--- src/rtl/exc_unit.sv ---
// Exception/interrupt unit: IRQ synchronizer with edge-detected pending flag,
// IDLE/HANDLER/FATAL state machine, saved return address/cause and a saturating exception counter.
module exc_unit #(
    parameter int unsigned N           = 64,
    parameter int unsigned SYNC_STAGES = 2,
    parameter logic [63:0] VECTOR      = 64'hD8
) (
    input  logic         clk,
    input  logic         reset,
    input  logic         IRQ,
    input  logic         Exc,
    input  logic         ERet,
    input  logic [3:0]   Status,
    input  logic [N-1:0] PC,
    output logic         ExtIRQ,
    output logic [N-1:0] ExcPC,
    output logic [N-1:0] ELR,
    output logic [3:0]   ESR,
    output logic         InHandler,
    output logic         Halt,
    output logic [7:0]   ExcCount
);

    localparam int unsigned CAUSE_W = 4;
    localparam int unsigned CNT_W   = 8;
    localparam logic [CAUSE_W-1:0] CAUSE_IRQ = CAUSE_W'(4'b0001);
    localparam logic [CNT_W-1:0]   CNT_MAX   = CNT_W'(8'hFF);

    typedef enum logic [1:0] {
        IDLE    = 2'd0,
        HANDLER = 2'd1,
        FATAL   = 2'd2
    } state_e;

    state_e                 state_q, state_d;
    logic [SYNC_STAGES-1:0] sync_q, sync_d;
    logic                   irq_prev_q, irq_prev_d;
    logic                   pending_q, pending_d;
    logic [N-1:0]           elr_q, elr_d;
    logic [CAUSE_W-1:0]     esr_q, esr_d;
    logic [CNT_W-1:0]       cnt_q, cnt_d;
    logic                   irq_edge;
    logic [CNT_W-1:0]       cnt_inc;

    // Synchronizer shift plus one extra stage so the edge is seen between two settled samples
    always_comb begin
        sync_d     = {sync_q[SYNC_STAGES-2:0], IRQ};
        irq_prev_d = sync_q[SYNC_STAGES-1];
        irq_edge   = sync_q[SYNC_STAGES-1] & ~irq_prev_q;
    end

    always_comb begin
        state_d   = state_q;
        pending_d = pending_q;
        elr_d     = elr_q;
        esr_d     = esr_q;
        cnt_d     = cnt_q;
        cnt_inc   = (cnt_q == CNT_MAX) ? cnt_q : cnt_q + CNT_W'(1);

        unique case (state_q)
            IDLE: begin
                if (Exc) begin
                    state_d = HANDLER;
                    elr_d   = PC;
                    esr_d   = Status;
                    cnt_d   = cnt_inc;
                    if (Status == CAUSE_IRQ) begin
                        pending_d = 1'b0;
                    end
                end
            end
            HANDLER: begin
                // Nested exception wins over a simultaneous ERET; ELR keeps the first return address
                if (Exc) begin
                    state_d = FATAL;
                    esr_d   = Status;
                    cnt_d   = cnt_inc;
                end else if (ERet) begin
                    state_d = IDLE;
                end
            end
            FATAL: begin
                state_d = FATAL;
            end
            default: begin
                state_d = IDLE;
            end
        endcase

        // A new edge overrides the clear from an IRQ exception taken in the same cycle
        if (irq_edge && (state_q != FATAL)) begin
            pending_d = 1'b1;
        end
    end

    always_ff @(posedge clk or negedge reset) begin
        if (!reset) begin
            state_q    <= IDLE;
            sync_q     <= '0;
            irq_prev_q <= 1'b0;
            pending_q  <= 1'b0;
            elr_q      <= '0;
            esr_q      <= '0;
            cnt_q      <= '0;
        end else begin
            state_q    <= state_d;
            sync_q     <= sync_d;
            irq_prev_q <= irq_prev_d;
            pending_q  <= pending_d;
            elr_q      <= elr_d;
            esr_q      <= esr_d;
            cnt_q      <= cnt_d;
        end
    end

    // Output decode straight from registers, so ExtIRQ has no path from Exc
    assign ExtIRQ    = pending_q & (state_q == IDLE);
    assign InHandler = (state_q == HANDLER);
    assign Halt      = (state_q == FATAL);
    assign ExcPC     = N'(VECTOR);
    assign ELR       = elr_q;
    assign ESR       = esr_q;
    assign ExcCount  = cnt_q;

endmodule

--- config.mk ---
export PLATFORM = sky130hd
export DESIGN_NAME = exc_unit
export DESIGN_NICKNAME = d
export VERILOG_FILES = /design/src/rtl/exc_unit.sv
export SDC_FILE = /design/constraint.sdc
export NUM_CORES = 1
export LEC_CHECK = 0
export BUFFER_PORTS_ARGS = -buffer_cell sky130_fd_sc_hd__buf_2
export CAP_MARGIN = 40
export CORE_ASPECT_RATIO = 1.5
export CORE_UTILIZATION = 45
export DETAILED_ROUTE_END_ITERATION = 7
export GPL_TIMING_DRIVEN = 0
export PLACE_DENSITY = 0.81
export SLEW_MARGIN = 15
export SYNTH_ARGS = -nofsm -noshare
export SYNTH_HDL_FRONTEND = slang
export SYNTH_SLANG_ARGS = --single-unit
export TNS_END_PERCENT = 10
--- constraint.sdc ---
create_clock -name clk -period 1.99 [get_ports clk]
set_clock_uncertainty 0.2 [all_clocks]
set_input_delay 0.597 -clock clk [delete_from_list [all_inputs] [get_ports clk]]
set_output_delay 0.597 -clock clk [all_outputs]
set_load 0.01 [all_outputs]
==> Word level (Yosys, flattened, before mapping) <==
Cells that the tools add are included.
{ "op_classes": {"addsub": 1, "n_eq_ne": 7, "n_mux": 8, "bitwise_logic": 4, "n_reduce_logical": 11} }
{ "op_table": {"columns": ["cell", "n"], "rows": [
  ["$add 8x1->8 const B", 1],
  ["$eq 8x8->1 const B", 1],
  ["$mux 2", 3],
  ["$pmux 2 s3", 1],
  ["$reduce_and 2->1", 3],
  ["$reduce_and 3->1", 2],
  ["$reduce_bool 2->1", 3],
  ["$eq 4x1->1 const B", 1],
  ["$mux 1", 4],
  ["$ne 2x2->1 const B", 2],
  ["$ne 3x3->1 const B", 1],
  ["$and 1x1->1", 2],
  ["$eq 2x1->1 const B", 1],
  ["$eq 2x2->1 const B", 1],
  ["$logic_not 2->1", 1],
  ["$not 1->1", 2],
  ["$reduce_or 2->1", 1],
  ["$logic_and 1x1->1", 1]
]} }
{ "totals": {"reg_bits": 82, "word_cells": 38} }

==> Longest topological paths before layout <==
{ "depth": {"ltp_word": 5, "mapped_depth": 4, "mapped_depth_nobuf": 4} }

==> Least setup slack after synthesis <==
No wires, ideal clock.
{ "synth_timing": {"kind": "input to register", "start": "input Exc", "end": "register elr_q[11] (netlist: ELR[11])", "arrival_ps": 1369, "required_time_ps": 1665, "setup_slack_ps": 296, "cell_stages": 4, "path_buffers": 1, "cell_sequence": "nand2b_4 > nor2_8 > buf_8 > mux2_2"} }
{ "synth_via": {"elab_chain_cells": 1} }
{ "synth_lines": {"columns": ["item", "line", "rtl"], "rows": [
  ["start, declared", "11", "input logic Exc,"],
  ["$reduce_and 2->1 (no line)", null, null],
  ["end signal, assigned", "110", "elr_q <= elr_d;"],
  ["end, declared", "39", "logic [N-1:0] elr_q, elr_d;"]
]} }
No other way between the ends.
A chain may end at the register's enable or synchronous reset.

==> Final worst setup path <==
{ "layout_timing": {"start": "register state_q[0]", "end": "output ExtIRQ"} }
{ "layout_via": {"elab_chain_cells": 2} }
{ "layout_lines": {"columns": ["item", "line", "rtl"], "rows": [
  ["start, declared", "35", "state_e state_q, state_d;"],
  ["start signal, assigned", "106", "state_q <= state_d;"],
  ["$logic_not 2->1", "117", "assign ExtIRQ = pending_q & (state_q == IDLE);"],
  ["$and 1x1->1", "117", null],
  ["end, declared", "15", "output logic ExtIRQ,"]
]} }
No other way between the ends.

==> results by stage <==
Run status:
- The run finished with clean final reports.

Finish:
- The fraction of layout instances using a drive strength above 1 is 62.5%.
- The number of antenna diodes in the final layout is 0.
- The area growth from synthesis to layout is 37.9%.
- After filler insertion, the fill cell instance count of the layout stands at 618.
- In the final design database the tool counted 571 nets.
- The final design instance area without fill is 5400 µm².
- Once layout is complete, the utilization of the core stands at 64.2%.

Synthesis:
- The cell count after synthesis came out at 271.
- The synthesized netlist devotes 1.12% of its cell area to XOR and XNOR gates.
- The share of the Yosys chip area taken by registers is 52.4%.
- The number of different library cells in the post-synthesis netlist is 28.
- Summed over all instances, the cell type with the most area after synthesis is sky130_fd_sc_hd__dfrtp_1.
- The average cell area after synthesis is ~14 µm².
- The portion of synthesized cell area occupied by the leading cell type is around 52%.
- For this run, the number of Yosys warnings is 0.
- The synthesized-area fraction occupied by and/or/nand/nor cells is 5.18%.
- Synthesis inferred 82 register bits.
- The cell area that synthesis handed to floorplanning was around 4000 µm².
- The post-synthesis compound-gate area fraction is 1.44%.
- The portion of synthesized area spent on multiplexers is 24.1%.
- Ranked by total cell area, the synthesized netlist is headed by sky130_fd_sc_hd__dfrtp_1 52%, sky130_fd_sc_hd__mux2_4 20%, sky130_fd_sc_hd__buf_4 13%.
- The adder and majority cell fraction of the synthesized area is 0.320%.
- By area, the combinational part of the netlist is dominated by multiplexers.

Drt:
- The count of unresolved DRC violations after routing is 0.
- The remaining antenna violation count after routing is 0.
- After detailed routing, the total wire length is 8.12 mm.
- The count of vias placed by the detailed router is 2619.
- The detailed-route vias per instance is 4.31.
- The violation count after the first detailed-route iteration is 107.
- The number of detailed-routing iterations run before antenna repair is 4.
- After detailed routing, the average wire length per cell comes to 13.4 µm.

Global routing:
- In the global route stage, overall resource usage came out at 18.0%.
- The via count of the first global-routing pass is 2452.
- The total grt overflow is 0.
- The number of antenna violations at the first check in global routing is 0.
- Entering global routing, the biggest net connects 64 pins.
- The global-route wire length before repair is around 12 mm.

Pwr:
- The worst-case IR drop observed on VDD is 0.685 mV.
- The total power per unit cell area is 1480 nW/µm².
- The analysis attributes to cell leakage a power of 2.92 nW.

Critical path:
- The critical path in this run is classified as flop to output pin.
- The depth of the most critical reg-to-reg path is 4.
- The worst register-to-register path ends at ELR[32].
- Of all nets on the critical path, the largest fanout is 7.
- At the worst endpoint, the required time is ~1.2 ns.
- The signal on the critical path passes through buf_6, nor3b_2, buf_2.
- The arrival time at the worst endpoint is 1.14 ns.
- The sort of element at the end of the critical path is an output pin.
- The highest-delay cell along the critical path is sky130_fd_sc_hd__dfrtp_1.
- The startpoint of the worst register-to-register path is state_q[1].
- STA classifies the critical path startpoint as a flop.
- The worst register-to-register path has a setup slack of 0.19 ns.
- The largest stage delay on the critical path is 0.37 ns.

Place:
- The count of port buffers added during placement is about 150.
- After legalization and detailed placement, the total HPWL measured 6.09 mm.
- Routability-driven placement finished with a final weighted congestion of 0.797.
- The post-detailed-placement cell area is 5070 µm².
- The setup slack at placement is -0.0381 ns.

Clocking:
- The clock buffer count from CTS is 9.
- TritonCTS built the clock tree.
- The buffer depth of the longest clock path is 2.
- The sink count of the clock tree is between 80 and 90.
- After clock tree synthesis, the setup repair step added 0 buffers.
- The clock-pin transition on the worst setup and hold timing paths is 0.06 ns.
- The clock latency on the worst-skew pair is ~0.33 ns.
- The H-tree generated during clock tree synthesis spans 3 levels.
- The clock root buffer master is sky130_fd_sc_hd__clkbuf_16.

Run:
- The number of max-capacitance violations reported is 0.

Floorplan:
- The core footprint is 8410 µm².
- The floorplan step set the die width to 78.1 µm.
- The die covers 9080 µm².
- The starting density of the core is 46.5%.
- Measured along the y axis, the die boundary spans 116 µm.
- Row generation in the floorplan step produced 41 rows.
- The number of top-level design ports is 216.

Min path:
- The kind of path behind the tightest hold check is flop to flop.
- The worst hold path terminates at sync_q[1].
- The worst hold path passes through 0 cells.
- In this run the most critical hold path is launched from sync_q[0].

STA:
- The total of endpoints with negative setup slack in the final report is 0.
- The number of endpoints with negative hold slack in the final report came to 0.
- After layout, the worst path uses 97.5% of the clock period.
- The final critical-path setup slack is slightly below 0.05 ns.
- The highest clock frequency the design can meet is 515 MHz.
- Final hold analysis gives a worst-case slack of between 0.15 and 0.2 ns.
- The total count of max-transition violations in the final report is 0.
- The time the final worst path needs with I/O delays and setup is 1.94 ns.
## cell families (layout without fill, tap and decap cells)
group	after synthesis	in the layout
AOI/OAI and AO/OA	8	8
xor gates and xnor gates	5	5
adders and majority gates	1	1
buffers and inverters	73	241
DFF	82	82
muxes	67	67
other	2	64
and+or+nand+nor	33	33
## power breakdown
part / leakage, nW / switching [mW] / internal [mW]
Clock: 0.152 / 0.608 / 1.07
Combinational: 1.81 / 1.45 / 1.94
Sequential: 0.964 / 0.492 / 2.47
## worst max path at each step
stage               slack, ns  startpoint   endpoint
floorplan                0.30         Exc    ELR[11]
global placement        -0.44       reset  sync_q[0]
detailed placement      -0.04         Exc    ELR[48]
CTS                    -0.008  state_q[0]     ExtIRQ
global route            -0.02  state_q[0]  InHandler
finish                   0.05  state_q[0]     ExtIRQ
## cells in the mapped netlist
master and count:
sky130_fd_sc_hd__nor2_8 1, sky130_fd_sc_hd__nor3b_1 2, sky130_fd_sc_hd__mux2_2 15, sky130_fd_sc_hd__a21oi_1 2, sky130_fd_sc_hd__nor2_1 2, sky130_fd_sc_hd__nand2_1 14
sky130_fd_sc_hd__buf_8 5, sky130_fd_sc_hd__nand3_1 2, sky130_fd_sc_hd__buf_4 66, sky130_fd_sc_hd__dfrtp_1 82, sky130_fd_sc_hd__mux2i_1 1, sky130_fd_sc_hd__nor4_1 1
sky130_fd_sc_hd__ha_1 1, sky130_fd_sc_hd__o21ai_2 1, sky130_fd_sc_hd__mux2_4 51, sky130_fd_sc_hd__a21o_1 2, sky130_fd_sc_hd__and4b_2 2, sky130_fd_sc_hd__nor2b_1 2
sky130_fd_sc_hd__nand4_1 3, sky130_fd_sc_hd__xnor2_1 5, sky130_fd_sc_hd__o211ai_1 3, sky130_fd_sc_hd__and2b_2 1, sky130_fd_sc_hd__buf_12 1, sky130_fd_sc_hd__and4_1 1
sky130_fd_sc_hd__and3_1 1, sky130_fd_sc_hd__conb_1 2, sky130_fd_sc_hd__nand2b_4 1, sky130_fd_sc_hd__inv_1 1
## state kept, by name, indices dropped and copies added, names as in the netlist
signal / cells
ELR: 64
ESR: 4
ExcCount: 8
irq_prev_q: 1
pending_q: 1
state_q: 2
sync_q: 2
## per-layer routing
metal  track usage (%)  wire length, µm  vias to the layer above  share of wire (%)
li1                  -                -                     1238                  -
met1              20.0             3000                     1225                 37
met2              31.6             4280                      139                 53
met3              4.06              630                       17                7.8
met4              10.6              214                        0                2.6
met5                 0                0                        -                  0
## cell usage in the layout (no fill, tap or decap), types with 3 or more instances in the layout
cell / count
sky130_fd_sc_hd__buf_2: 150
sky130_fd_sc_hd__dfrtp_1: 81
sky130_fd_sc_hd__buf_4: 66
sky130_fd_sc_hd__conb_1: 64
sky130_fd_sc_hd__mux2_4: 51
sky130_fd_sc_hd__mux2_2: 15
sky130_fd_sc_hd__nand2_1: 14
sky130_fd_sc_hd__clkbuf_16: 9
sky130_fd_sc_hd__buf_8: 5
sky130_fd_sc_hd__xnor2_1: 5
sky130_fd_sc_hd__nand4_1: 3
sky130_fd_sc_hd__o211ai_1: 3
sky130_fd_sc_hd__clkbuf_8: 3
## worst max-delay path, delay by kind of cell, from the launching register on
kind          cells  cell delay [ns]
buf+inv           2             0.30
flops             1             0.37
simple gates      1             0.14
## metrics by stage
step / setup TNS, ns / cells / power (mW)
after global routing: -0.0237 / 608 / 8.46
after global placement: -35.26 / 591 / 6.22
after CTS: -0.00790 / 608 / 8.08
final: 0 / 608 / 8.01
after floorplan: 0 / 333 / 5.12
after detailed placement: -1.39 / 592 / 6.35
## final cells by class
type	instances	area (µm²)	area share [%]
repair buffers	153	796	14.7
well taps	107	134	2.48
clock buffers	13	270	5.01
plain buffers	72	594	11.0
multi-input cells	178	1510	28.0
inverters	1	3.75	0.0695
clock inverters	2	35.0	0.649
flip-flops and latches	82	2050	38.0
## what timing repair did
action,in CTS,in global routing
hold endpoints to repair,19,0
gates resized for setup,1,4
setup endpoints to repair,2,2
hold buffers,1,0
cloned,0,0
(Power assumes the default switching activity.)
